===== src/rtl/i2c_responder_pkg.sv =====
// Shared types and constants for the I2C/SCCB write responder.
package i2c_responder_pkg;

    typedef enum logic [3:0] {
        StIdle,
        StAddr,
        StAddrAck,
        StReg,
        StRegAck,
        StData,
        StDataAck,
        StIgnore,
        StRd,
        StRdAck
    } state_e;

    localparam logic ACK  = 1'b0;
    localparam logic NACK = 1'b1;

    localparam logic [6:0] DEF_DEV_ADDR = 7'h21;

endpackage


===== src/rtl/i2c_responder_if.sv =====
// Bus-side and register-side signals of the responder.
// Optional macro I2C_RESP_READ_EN adds the rd_data input.
interface i2c_responder_if;
    logic       scl_in;
    logic       sda_in;
    logic       sda_oe;
    logic [7:0] reg_addr;
    logic [7:0] wr_data;
    logic       wr_stb;
    logic       busy;
    logic [3:0] bit_count;
`ifdef I2C_RESP_READ_EN
    logic [7:0] rd_data;
`endif

    modport slave (
`ifdef I2C_RESP_READ_EN
        input  rd_data,
`endif
        input  scl_in, sda_in,
        output sda_oe, reg_addr, wr_data, wr_stb, busy, bit_count
    );

    modport master (
`ifdef I2C_RESP_READ_EN
        output rd_data,
`endif
        output scl_in, sda_in,
        input  sda_oe, reg_addr, wr_data, wr_stb, busy, bit_count
    );
endinterface


===== src/rtl/i2c_bus_sync.sv =====
// scl/sda synchroniser with START/STOP and scl edge pulse detection.
module i2c_bus_sync #(
    parameter int unsigned SYNC_STAGES = 2
) (
    input  logic clk_i,
    input  logic rst_i,
    input  logic scl_i,
    input  logic sda_i,
    output logic sda_o,
    output logic start_o,
    output logic stop_o,
    output logic scl_rise_o,
    output logic scl_fall_o
);
    logic [SYNC_STAGES-1:0] scl_sync_q, sda_sync_q;
    logic                   scl_prev_q, sda_prev_q;
    logic                   scl_s, sda_s;

    assign scl_s = scl_sync_q[SYNC_STAGES-1];
    assign sda_s = sda_sync_q[SYNC_STAGES-1];

    // Synchroniser chain plus one edge-detect stage; resets to idle-high bus.
    always_ff @(posedge clk_i or posedge rst_i) begin
        if (rst_i) begin
            scl_sync_q <= '1;
            sda_sync_q <= '1;
            scl_prev_q <= 1'b1;
            sda_prev_q <= 1'b1;
        end else begin
            scl_sync_q <= {scl_sync_q[SYNC_STAGES-2:0], scl_i};
            sda_sync_q <= {sda_sync_q[SYNC_STAGES-2:0], sda_i};
            scl_prev_q <= scl_s;
            sda_prev_q <= sda_s;
        end
    end

    // START/STOP need scl stable high across the sda transition.
    always_comb begin
        sda_o      = sda_s;
        start_o    = scl_s & scl_prev_q & sda_prev_q & ~sda_s;
        stop_o     = scl_s & scl_prev_q & ~sda_prev_q & sda_s;
        scl_rise_o = scl_s & ~scl_prev_q;
        scl_fall_o = ~scl_s & scl_prev_q;
    end
endmodule


===== src/rtl/i2c_responder.sv =====
// I2C/SCCB responder for 3-byte register writes (dev addr, reg addr, data).
// Optional macro I2C_RESP_READ_EN adds register reads via rd_data.
module i2c_responder
    import i2c_responder_pkg::*;
#(
    parameter logic [6:0]  DEV_ADDR    = DEF_DEV_ADDR,
    parameter int unsigned SYNC_STAGES = 2
) (
    input logic            meg25,
    input logic            rst,
    i2c_responder_if.slave bus
);
    logic sda_s, start_p, stop_p, scl_rise, scl_fall;

    i2c_bus_sync #(
        .SYNC_STAGES(SYNC_STAGES)
    ) u_sync (
        .clk_i      (meg25),
        .rst_i      (rst),
        .scl_i      (bus.scl_in),
        .sda_i      (bus.sda_in),
        .sda_o      (sda_s),
        .start_o    (start_p),
        .stop_o     (stop_p),
        .scl_rise_o (scl_rise),
        .scl_fall_o (scl_fall)
    );

    state_e     state_q, state_d;
    logic [7:0] shift_q, shift_d, reg_addr_q, reg_addr_d, wr_data_q, wr_data_d;
    logic [3:0] bit_count_q, bit_count_d;
    logic       sda_oe_q, sda_oe_d, wr_stb_q, wr_stb_d, busy_q, busy_d;
    // In x_ACK states: ACK is being driven. In RD_ACK: master ACK seen.
    logic       phase_q, phase_d;
    logic [7:0] byte_nxt;
`ifdef I2C_RESP_READ_EN
    logic       rd_q, rd_d;
    logic [7:0] tx_q, tx_d;
`endif

    assign byte_nxt = {shift_q[6:0], sda_s};

    // State and output registers.
    always_ff @(posedge meg25 or posedge rst) begin
        if (rst) begin
            state_q     <= StIdle;
            shift_q     <= '0;
            reg_addr_q  <= '0;
            wr_data_q   <= '0;
            bit_count_q <= '0;
            sda_oe_q    <= 1'b0;
            wr_stb_q    <= 1'b0;
            busy_q      <= 1'b0;
            phase_q     <= 1'b0;
`ifdef I2C_RESP_READ_EN
            rd_q        <= 1'b0;
            tx_q        <= '0;
`endif
        end else begin
            state_q     <= state_d;
            shift_q     <= shift_d;
            reg_addr_q  <= reg_addr_d;
            wr_data_q   <= wr_data_d;
            bit_count_q <= bit_count_d;
            sda_oe_q    <= sda_oe_d;
            wr_stb_q    <= wr_stb_d;
            busy_q      <= busy_d;
            phase_q     <= phase_d;
`ifdef I2C_RESP_READ_EN
            rd_q        <= rd_d;
            tx_q        <= tx_d;
`endif
        end
    end

    // Next-state logic: bus conditions first, then per-state bit handling.
    always_comb begin
        state_d     = state_q;
        shift_d     = shift_q;
        reg_addr_d  = reg_addr_q;
        wr_data_d   = wr_data_q;
        bit_count_d = bit_count_q;
        sda_oe_d    = sda_oe_q;
        wr_stb_d    = 1'b0;
        busy_d      = busy_q;
        phase_d     = phase_q;
`ifdef I2C_RESP_READ_EN
        rd_d        = rd_q;
        tx_d        = tx_q;
`endif
        if (start_p) begin
            state_d     = StAddr;
            busy_d      = 1'b1;
            bit_count_d = '0;
            sda_oe_d    = 1'b0;
            phase_d     = 1'b0;
        end else if (stop_p) begin
            state_d     = StIdle;
            busy_d      = 1'b0;
            bit_count_d = '0;
            sda_oe_d    = 1'b0;
            phase_d     = 1'b0;
        end else begin
            unique case (state_q)
                StAddr, StReg, StData: begin
                    if (scl_rise) begin
                        shift_d     = byte_nxt;
                        bit_count_d = bit_count_q + 4'd1;
                        if (bit_count_q == 4'd7) begin
                            if (state_q == StAddr) begin
`ifdef I2C_RESP_READ_EN
                                rd_d = byte_nxt[0];
                                if (byte_nxt[7:1] == DEV_ADDR) begin
`else
                                if (byte_nxt[7:1] == DEV_ADDR && !byte_nxt[0]) begin
`endif
                                    state_d = StAddrAck;
                                end else begin
                                    state_d     = StIgnore;
                                    bit_count_d = '0;
                                end
                            end else if (state_q == StReg) begin
                                reg_addr_d = byte_nxt;
                                state_d    = StRegAck;
                            end else begin
                                wr_data_d = byte_nxt;
                                wr_stb_d  = 1'b1;
                                state_d   = StDataAck;
                            end
                        end
                    end
                end
                StAddrAck, StRegAck, StDataAck: begin
                    if (scl_fall) begin
                        if (!phase_q) begin
                            sda_oe_d = 1'b1;
                            phase_d  = 1'b1;
                        end else begin
                            sda_oe_d    = 1'b0;
                            phase_d     = 1'b0;
                            bit_count_d = '0;
                            if (state_q == StAddrAck) begin
                                state_d = StReg;
`ifdef I2C_RESP_READ_EN
                                if (rd_q) begin
                                    // First read bit goes out on the same fall.
                                    state_d  = StRd;
                                    sda_oe_d = ~bus.rd_data[7];
                                    tx_d     = {bus.rd_data[6:0], 1'b0};
                                end
`endif
                            end else begin
                                state_d = StData;
                                if (state_q == StDataAck) begin
                                    reg_addr_d = reg_addr_q + 8'd1;
                                end
                            end
                        end
                    end
                end
`ifdef I2C_RESP_READ_EN
                StRd: begin
                    if (scl_fall) begin
                        sda_oe_d = ~tx_q[7];
                        tx_d     = {tx_q[6:0], 1'b0};
                    end
                    if (scl_rise) begin
                        bit_count_d = bit_count_q + 4'd1;
                        if (bit_count_q == 4'd7) begin
                            state_d = StRdAck;
                            phase_d = 1'b0;
                        end
                    end
                end
                StRdAck: begin
                    if (scl_fall && !phase_q) begin
                        sda_oe_d = 1'b0;
                    end
                    if (scl_rise) begin
                        if (sda_s == ACK) begin
                            reg_addr_d = reg_addr_q + 8'd1;
                            phase_d    = 1'b1;
                        end else begin
                            state_d = StIgnore;
                        end
                    end
                    if (scl_fall && phase_q) begin
                        state_d     = StRd;
                        phase_d     = 1'b0;
                        bit_count_d = '0;
                        sda_oe_d    = ~bus.rd_data[7];
                        tx_d        = {bus.rd_data[6:0], 1'b0};
                    end
                end
`endif
                default: ;
            endcase
        end
    end

    assign bus.sda_oe    = sda_oe_q;
    assign bus.reg_addr  = reg_addr_q;
    assign bus.wr_data   = wr_data_q;
    assign bus.wr_stb    = wr_stb_q;
    assign bus.busy      = busy_q;
    assign bus.bit_count = bit_count_q;
endmodule


===== src/flat_wrapper.sv =====
// flat-port wrapper written by rule: the top's interface ports become plain ports
module i2c_responder_flat import i2c_responder_pkg::*;
#(
    parameter logic [6:0]  DEV_ADDR    = DEF_DEV_ADDR,
    parameter int unsigned SYNC_STAGES = 2
)
  (meg25, rst, bus_scl_in, bus_sda_in, bus_sda_oe, bus_reg_addr, bus_wr_data, bus_wr_stb, bus_busy, bus_bit_count);
  i2c_responder_if bus_i ();
  input logic meg25;
  input logic rst;
  input wire logic [$bits(bus_i.scl_in)-1:0] bus_scl_in;
  input wire logic [$bits(bus_i.sda_in)-1:0] bus_sda_in;
  output wire logic [$bits(bus_i.sda_oe)-1:0] bus_sda_oe;
  output wire logic [$bits(bus_i.reg_addr)-1:0] bus_reg_addr;
  output wire logic [$bits(bus_i.wr_data)-1:0] bus_wr_data;
  output wire logic [$bits(bus_i.wr_stb)-1:0] bus_wr_stb;
  output wire logic [$bits(bus_i.busy)-1:0] bus_busy;
  output wire logic [$bits(bus_i.bit_count)-1:0] bus_bit_count;
  assign bus_i.scl_in = bus_scl_in;
  assign bus_i.sda_in = bus_sda_in;
  assign bus_sda_oe = bus_i.sda_oe;
  assign bus_reg_addr = bus_i.reg_addr;
  assign bus_wr_data = bus_i.wr_data;
  assign bus_wr_stb = bus_i.wr_stb;
  assign bus_busy = bus_i.busy;
  assign bus_bit_count = bus_i.bit_count;
  i2c_responder #(.DEV_ADDR(DEV_ADDR), .SYNC_STAGES(SYNC_STAGES)) u_core (.meg25(meg25), .rst(rst), .bus(bus_i));
endmodule

===== config.mk =====
export PLATFORM = sky130hd
export DESIGN_NAME = i2c_responder_flat
export DESIGN_NICKNAME = d
export VERILOG_FILES = /design/src/rtl/i2c_responder_pkg.sv /design/src/rtl/i2c_responder_if.sv /design/src/rtl/i2c_bus_sync.sv /design/src/rtl/i2c_responder.sv /design/src/flat_wrapper.sv
export SDC_FILE = /design/constraint.sdc
export NUM_CORES = 1
export LEC_CHECK = 0
export ABC_AREA = 1
export CELL_PAD_IN_SITES_DETAIL_PLACEMENT = 1
export CELL_PAD_IN_SITES_GLOBAL_PLACEMENT = 1
export CORE_MARGIN = 5
export CORE_UTILIZATION = 25
export CTS_CLUSTER_DIAMETER = 100
export DETAILED_ROUTE_END_ITERATION = 10
export PLACE_DENSITY_LB_ADDON = 0.1
export SLEW_MARGIN = 30
export SYNTH_ARGS = -nofsm -noshare
export SYNTH_HDL_FRONTEND = slang
export SYNTH_SLANG_ARGS = --single-unit

===== constraint.sdc =====
create_clock -name meg25 -period 4.85 [get_ports meg25]
set_clock_uncertainty 0.15 [all_clocks]
set_input_delay 1.2125 -clock meg25 [delete_from_list [all_inputs] [get_ports meg25]]
set_output_delay 1.2125 -clock meg25 [all_outputs]
set_load 0.02 [all_outputs]

==> results.json, run 1 <==
{
  "path_cells": "clkdlybuf4s50_1",
  "multi_input_area_sq_um": 836,
  "fmax_mhz": 359,
  "mostFrequentLayoutCells": "nand2_1 (103), dfrtp_1 (33), clkdlybuf4s50_1 (26)",
  "synth_ff_type": "dfrtp_1",
  "p_leak_nw": 1.16,
  "wl_um": 4960,
  "hold_viol": 0,
  "ios": 27,
  "ys_seq_area_frac": 0.507,
  "die_w_um": 98.1,
  "worstSetupEndpointType": "output pin",
  "synthTopCellsByArea": "dfrtp_1 (43%), nand2_1 (20%), dfstp_2 (8.1%)",
  "worst-path-max-fanout": 7,
  "synth_edf_count": 0,
  "yosys_warnings": 0,
  "final_common_cell": "nand2_1",
  "die_h_um": 98.1,
  "dp.cells": 378,
  "insertion_delay_ns": 0.29,
  "synth_cell_type_count": 26,
  "fillerInstances": 942,
  "final_cell_area_sq_um": 2430,
  "power_density_nw_per_um2": 544,
  "synth_area_per_cell_sq_um": 7.70,
  "maxCapViolations": 0,
  "clockBufferDepth": 2,
  "cts_max_level": 2,
  "coreArea_sq_um": 7650,
  "slowest_delay_ns": 0.65,
  "p_seq_frac": 0.370,
  "drt-vias-per-instance": 4.34,
  "layout-drive-gt1-share": 0.0915,
  "setup_tns_ns": 0,
  "placed_area_sq_um": 2320,
  "grt_pass1_vias": 1701,
  "die_area_sq_um": 9620,
  "cts_resized": 0,
  "worstPathArrival_ns": 1.42,
  "cp_top_family": "buffers and inverters",
  "dr.pass1.iters": 3,
  "synth_seq_cells": 39,
  "required_ns": 3.49,
  "grtUsageTotal": 0.111,
  "rsz0062_at_grt": "no",
  "fin_crit_ns": 2.79,
  "combPwrFrac": 0.424,
  "syn_inst": 252,
  "crit_buf_inv": 1,
  "tightestPinTransition_ns": 0.786,
  "syn_nets": 258,
  "grt_max_degree": 21,
  "rows": 32,
  "antenna_found_initial": 0,
  "seq_area_sq_um": 983,
  "drtIter0Drc": 31,
  "hpwl_um": 3760,
  "grt_pass1_wl_um": 8600,
  "drtAntennaViolNets": 0,
  "startpoint": "u_core.bus.reg_addr[2]$_DFFE_PP0P_",
  "port_buffers": 26,
  "holdCritStartpoint": "u_core.u_sync.scl_sync_q[0]$_DFF_PP1_",
  "tritoncts": "done",
  "grt_overflow": 0,
  "yosysTopAreaCell": "dfrtp_1",
  "internal-power_uw": 752,
  "final_max_slew_viol_count": 0,
  "clk_pin_slew_ns": 0.08,
  "netSwitchingFraction": 0.430,
  "setup_violations": 0,
  "hold_buffers": 0,
  "root_buffer": "clkbuf_8",
  "switching_power_uw": 568,
  "status": "finished clean",
  "maxSlewHeadroom": 0.476,
  "insertedDiodeCount": 0,
  "fin_cells": 386,
  "post_cts_buffers": 0,
  "p_clk_frac": 0.206,
  "vias": 1677,
  "route.detailed.drc": 0,
  "wire_per_inst_um": 12.8,
  "hold_class": "flop to flop",
  "area_growth_pct": 25.0,
  "cts_made_buffers": 5,
  "initial_core_util": 0.254,
  "syn_area_sq_um": 1940,
  "fin_crit_sh": 0.575,
  "clock-sinks": 39,
  "hold_ws_ns": 0.209,
  "cpMaxStageDelayCell": "clkdlybuf4s50_1",
  "place.gp.congestion": 0.717,
  "setup.worst_path.start_class": "flop",
  "synth_top_area_share": 0.426,
  "crit_type": "flop to output pin",
  "reg2reg_from": "u_core.state_q[2]$_DFFE_PP0P_",
  "p_total_mw": 1.32,
  "vdd_ir_drop_max_mv": 0.196,
  "layout.nets": 289,
  "async_reset_ff_frac": 1.00
}
==> synth_stat cells, drive strengths merged (2+ instances only) <==
library cell / instances
xnor2: 2
a21oi: 5
nor2: 17
nand3: 15
dfstp: 6
inv: 27
dfrtp: 33
ha: 2
nand4: 2
buf: 2
nand2: 106
o21ai: 28
==> path summary, 6_finish.rpt <==
check / to / cells past startpoint / slack [ns]
worst max-delay path: bus_reg_addr[2] / 1 / 2.06
worst min-delay path: u_core.u_sync.scl_sync_q[1]$_DFF_PP1_ / 0 / 0.21
worst max register to register: u_core.bus.reg_addr[6]$_DFFE_PP0P_ / 8 / 2.91
worst min register to register: u_core.u_sync.scl_sync_q[1]$_DFF_PP1_ / 0 / 0.21
max in group asynchronous: u_core.u_sync.sda_sync_q[1]$_DFF_PP1_ / 3 / 2.50
min in group asynchronous: u_core.bus.wr_data[6]$_DFFE_PP0P_ / 2 / 1.21
==> metrics by stage <==
stage	worst slack, ns	util
finish	2.06	0.317
global route	1.99	0.317
CTS	2.05	0.317
detailed placement	2.08	0.303
global placement	2.11	0.303
floorplan	2.61	-
==> logic make-up after synthesis <==
| group | count (synthesis) | share of synthesized area |
|---|---|---|
| xor gates and xnor gates | 3 | 0.0135 |
| DFF | 39 | 0.507 |
| and+or+nand+nor | 144 | 0.315 |
| AOI/OAI and AO/OA | 34 | 0.0890 |
| buffers and inverters | 30 | 0.0625 |
| adders and majority gates | 2 | 0.0129 |
==> registers in the layout, summed over array words and instances, names as in the netlist <==
| name | flops |
|---|---|
| u_core.u_sync.scl_prev_q | 1 |
| u_core.u_sync.scl_sync_q | 2 |
| u_core.shift_q | 7 |
| u_core.u_sync.sda_sync_q | 2 |
| u_core.state_q | 3 |
| u_core.bus.wr_data | 8 |
| u_core.u_sync.sda_prev_q | 1 |
| u_core.phase_q | 1 |
| u_core.bus.reg_addr | 8 |
| u_core.bus.bit_count | 4 |
| u_core.bus.wr_stb | 1 |
| u_core.bus.busy | 1 |
==> layer usage <==
metal / GRT usage / vias up / routed length, um
met5: 0 / - / 0
met1: 0.146 / 796 / 2440
li1: - / 847 / -
met3: 0.0257 / 8 / 157
met2: 0.174 / 26 / 2250
met4: 0.0490 / 0 / 114
==> power groups by stage <==
stage,Clock [mW],Combinational (mW),Sequential (mW)
floorplan,0,0.353,0.515
global placement,0,0.570,0.496
detailed placement,0,0.573,0.497
CTS,0.282,0.578,0.491
global route,0.299,0.644,0.505
finish,0.272,0.559,0.489
==> layout make-up <==
cell class,instances,area share
Inverter,27,0.0418
Tap cell,102,0.0526
Clock buffer,6,0.0299
Timing Repair Buffer,27,0.110
Clock inverter,2,0.0155
Multi-Input combinational cell,183,0.345
Sequential cell,39,0.405
Note: power is estimated with default switching activity, not from simulation.
==> run 2: changes to the inputs <==
==> constraint.sdc (replaced) <==
create_clock -name meg25 -period 2.8 [get_ports meg25]
set_clock_uncertainty 0.15 [all_clocks]
set_input_delay 0.7 -clock meg25 [delete_from_list [all_inputs] [get_ports meg25]]
set_output_delay 0.7 -clock meg25 [all_outputs]
set_load 0.02 [all_outputs]
==> run 2 against run 1 <==
Compared with the run above: critical endpoint unchanged; cell count grew 0.26%; die area is the same; highest routed layer unchanged; clock-buffer cell count unchanged; critical path depth unchanged; routed wire length down 2.4%; sequential power grew 72%.
==> results.json, run 2 (synthesis gave the netlist of run 1 again) <==
{
  "reg2reg_depth": 4,
  "drtIter0Drc": 46,
  "path_cells": "clkdlybuf4s50_1",
  "fin_crit_ns": 2.24,
  "setup_ws_ns": 0.558,
  "insertion_delay_ns": 0.30,
  "fmax_mhz": 446,
  "tightestPinTransition_ns": 0.521,
  "maxCapViolations": 0,
  "maxSlewHeadroom": 0.653,
  "tritoncts": "done",
  "area_growth_pct": 25.4,
  "grt_pass1_wl_um": 8680,
  "p_total_mw": 2.30,
  "die_h_um": 98.1,
  "initial_core_util": 0.254,
  "p_leak_nw": 1.16,
  "setup_violations": 0,
  "hold_class": "flop to flop",
  "place_ws_ns": 0.861,
  "mostFrequentLayoutCells": "nand2_1 (103), dfrtp_1 (33), clkdlybuf4s50_1 (26)",
  "wl_um": 4840,
  "clock-sinks": 39,
  "status": "finished clean",
  "fin_crit_sh": 0.801,
  "final_common_cell": "nand2_1",
  "power_density_nw_per_um2": 945,
  "ios": 27,
  "r2r_end": "u_core.bus.wr_data[0]$_DFFE_PP0P_",
  "worstPathArrival_ns": 1.39,
  "grt_overflow": 0,
  "cpMaxStageDelayCell": "clkdlybuf4s50_1",
  "crit_type": "flop to output pin",
  "port_buffers": 26,
  "ff2ff_setup_slack_ns": 0.96,
  "drt-vias-per-instance": 4.27,
  "cts_resized": 0,
  "hold_end": "u_core.u_sync.sda_sync_q[1]$_DFF_PP1_",
  "vdd_ir_drop_max_mv": 0.266,
  "dr.pass1.iters": 4,
  "hold_viol": 0,
  "grtUsageTotal": 0.111,
  "clk_pin_slew_ns": 0.08,
  "drtAntennaViolNets": 0,
  "cts_made_buffers": 5,
  "worst-path-max-fanout": 7,
  "crit_buf_inv": 1,
  "vias": 1654,
  "antenna_found_initial": 0,
  "die_w_um": 98.1,
  "rsz0062_at_grt": "no",
  "root_buffer": "clkbuf_8",
  "hold_buffers": 0,
  "layout.nets": 290,
  "wire_per_inst_um": 12.5,
  "grt_max_degree": 40,
  "startpoint": "u_core.bus.reg_addr[2]$_DFFE_PP0P_",
  "required_ns": 1.95,
  "hpwl_um": 3640,
  "setup_tns_ns": 0,
  "cp_top_family": "buffers and inverters",
  "holdCritStartpoint": "u_core.u_sync.sda_sync_q[0]$_DFF_PP1_",
  "slowest_delay_ns": 0.64,
  "final_max_slew_viol_count": 0,
  "setup.worst_path.start_class": "flop",
  "die_area_sq_um": 9620,
  "insertedDiodeCount": 0,
  "place.gp.congestion": 0.724,
  "coreArea_sq_um": 7650,
  "worstSetupEndpointType": "output pin",
  "route.detailed.drc": 0,
  "rows": 32,
  "post_cts_buffers": 0,
  "grt_pass1_vias": 1771,
  "clockBufferDepth": 2,
  "layout-drive-gt1-share": 0.0947,
  "cts_max_level": 2,
  "reg2reg_from": "u_core.u_sync.scl_sync_q[1]$_DFF_PP1_",
  "hold-path-cell-count": 0
}
==> run 2: changes by cell type in the layout (fill, tap and decap cells not counted), sizes merged <==
cell,before,now
buf,1,2
==> run 2: report_power, final <==
group | internal, mW | switching [mW]
clock | 0.266 | 0.209
sequential | 0.696 | 0.147
combinational | 0.352 | 0.630
==> run 2: stage by stage <==
stage | hold slack [ns] | utilization | instances | cell area (sq um)
6_report | 0.207 | 0.318 | 387 | 2430
5_1_grt | 0.218 | 0.318 | 387 | 2430
4_1_cts | 0.209 | 0.318 | 387 | 2430
3_5_place_dp | 0.197 | 0.304 | 379 | 2320
3_3_place_gp | 0.196 | 0.304 | 379 | 2320
2_1_floorplan | 0.195 | - | 252 | 1940
==> run 2: routing by layer <==
metal,wire (um),track usage
met5,0,0
met4,59,0.0351
met3,166,0.0271
met2,2270,0.181
met1,2340,0.146
==> run 2: area by class of cell <==
type,count,area [sq um]
Fill cell,934,5210
Clock inverter,2,37.5
Timing Repair Buffer,28,275
Multi-Input combinational cell,183,836
Inverter,27,101
Sequential cell,39,983
Clock buffer,6,72.6
Tap cell,102,128
==> run 2: worst max-delay path by stage <==
stage                                                to  slack [ns]  cells past startpoint
global placement                        bus_reg_addr[2]        0.88                      1
finish                                  bus_reg_addr[2]        0.56                      1
CTS                                     bus_reg_addr[2]        0.53                      1
floorplan           u_core.bus.bit_count[0]$_DFFE_PP0P_        1.07                      1
detailed placement                      bus_reg_addr[2]        0.86                      1
global route                            bus_reg_addr[2]        0.47                      1
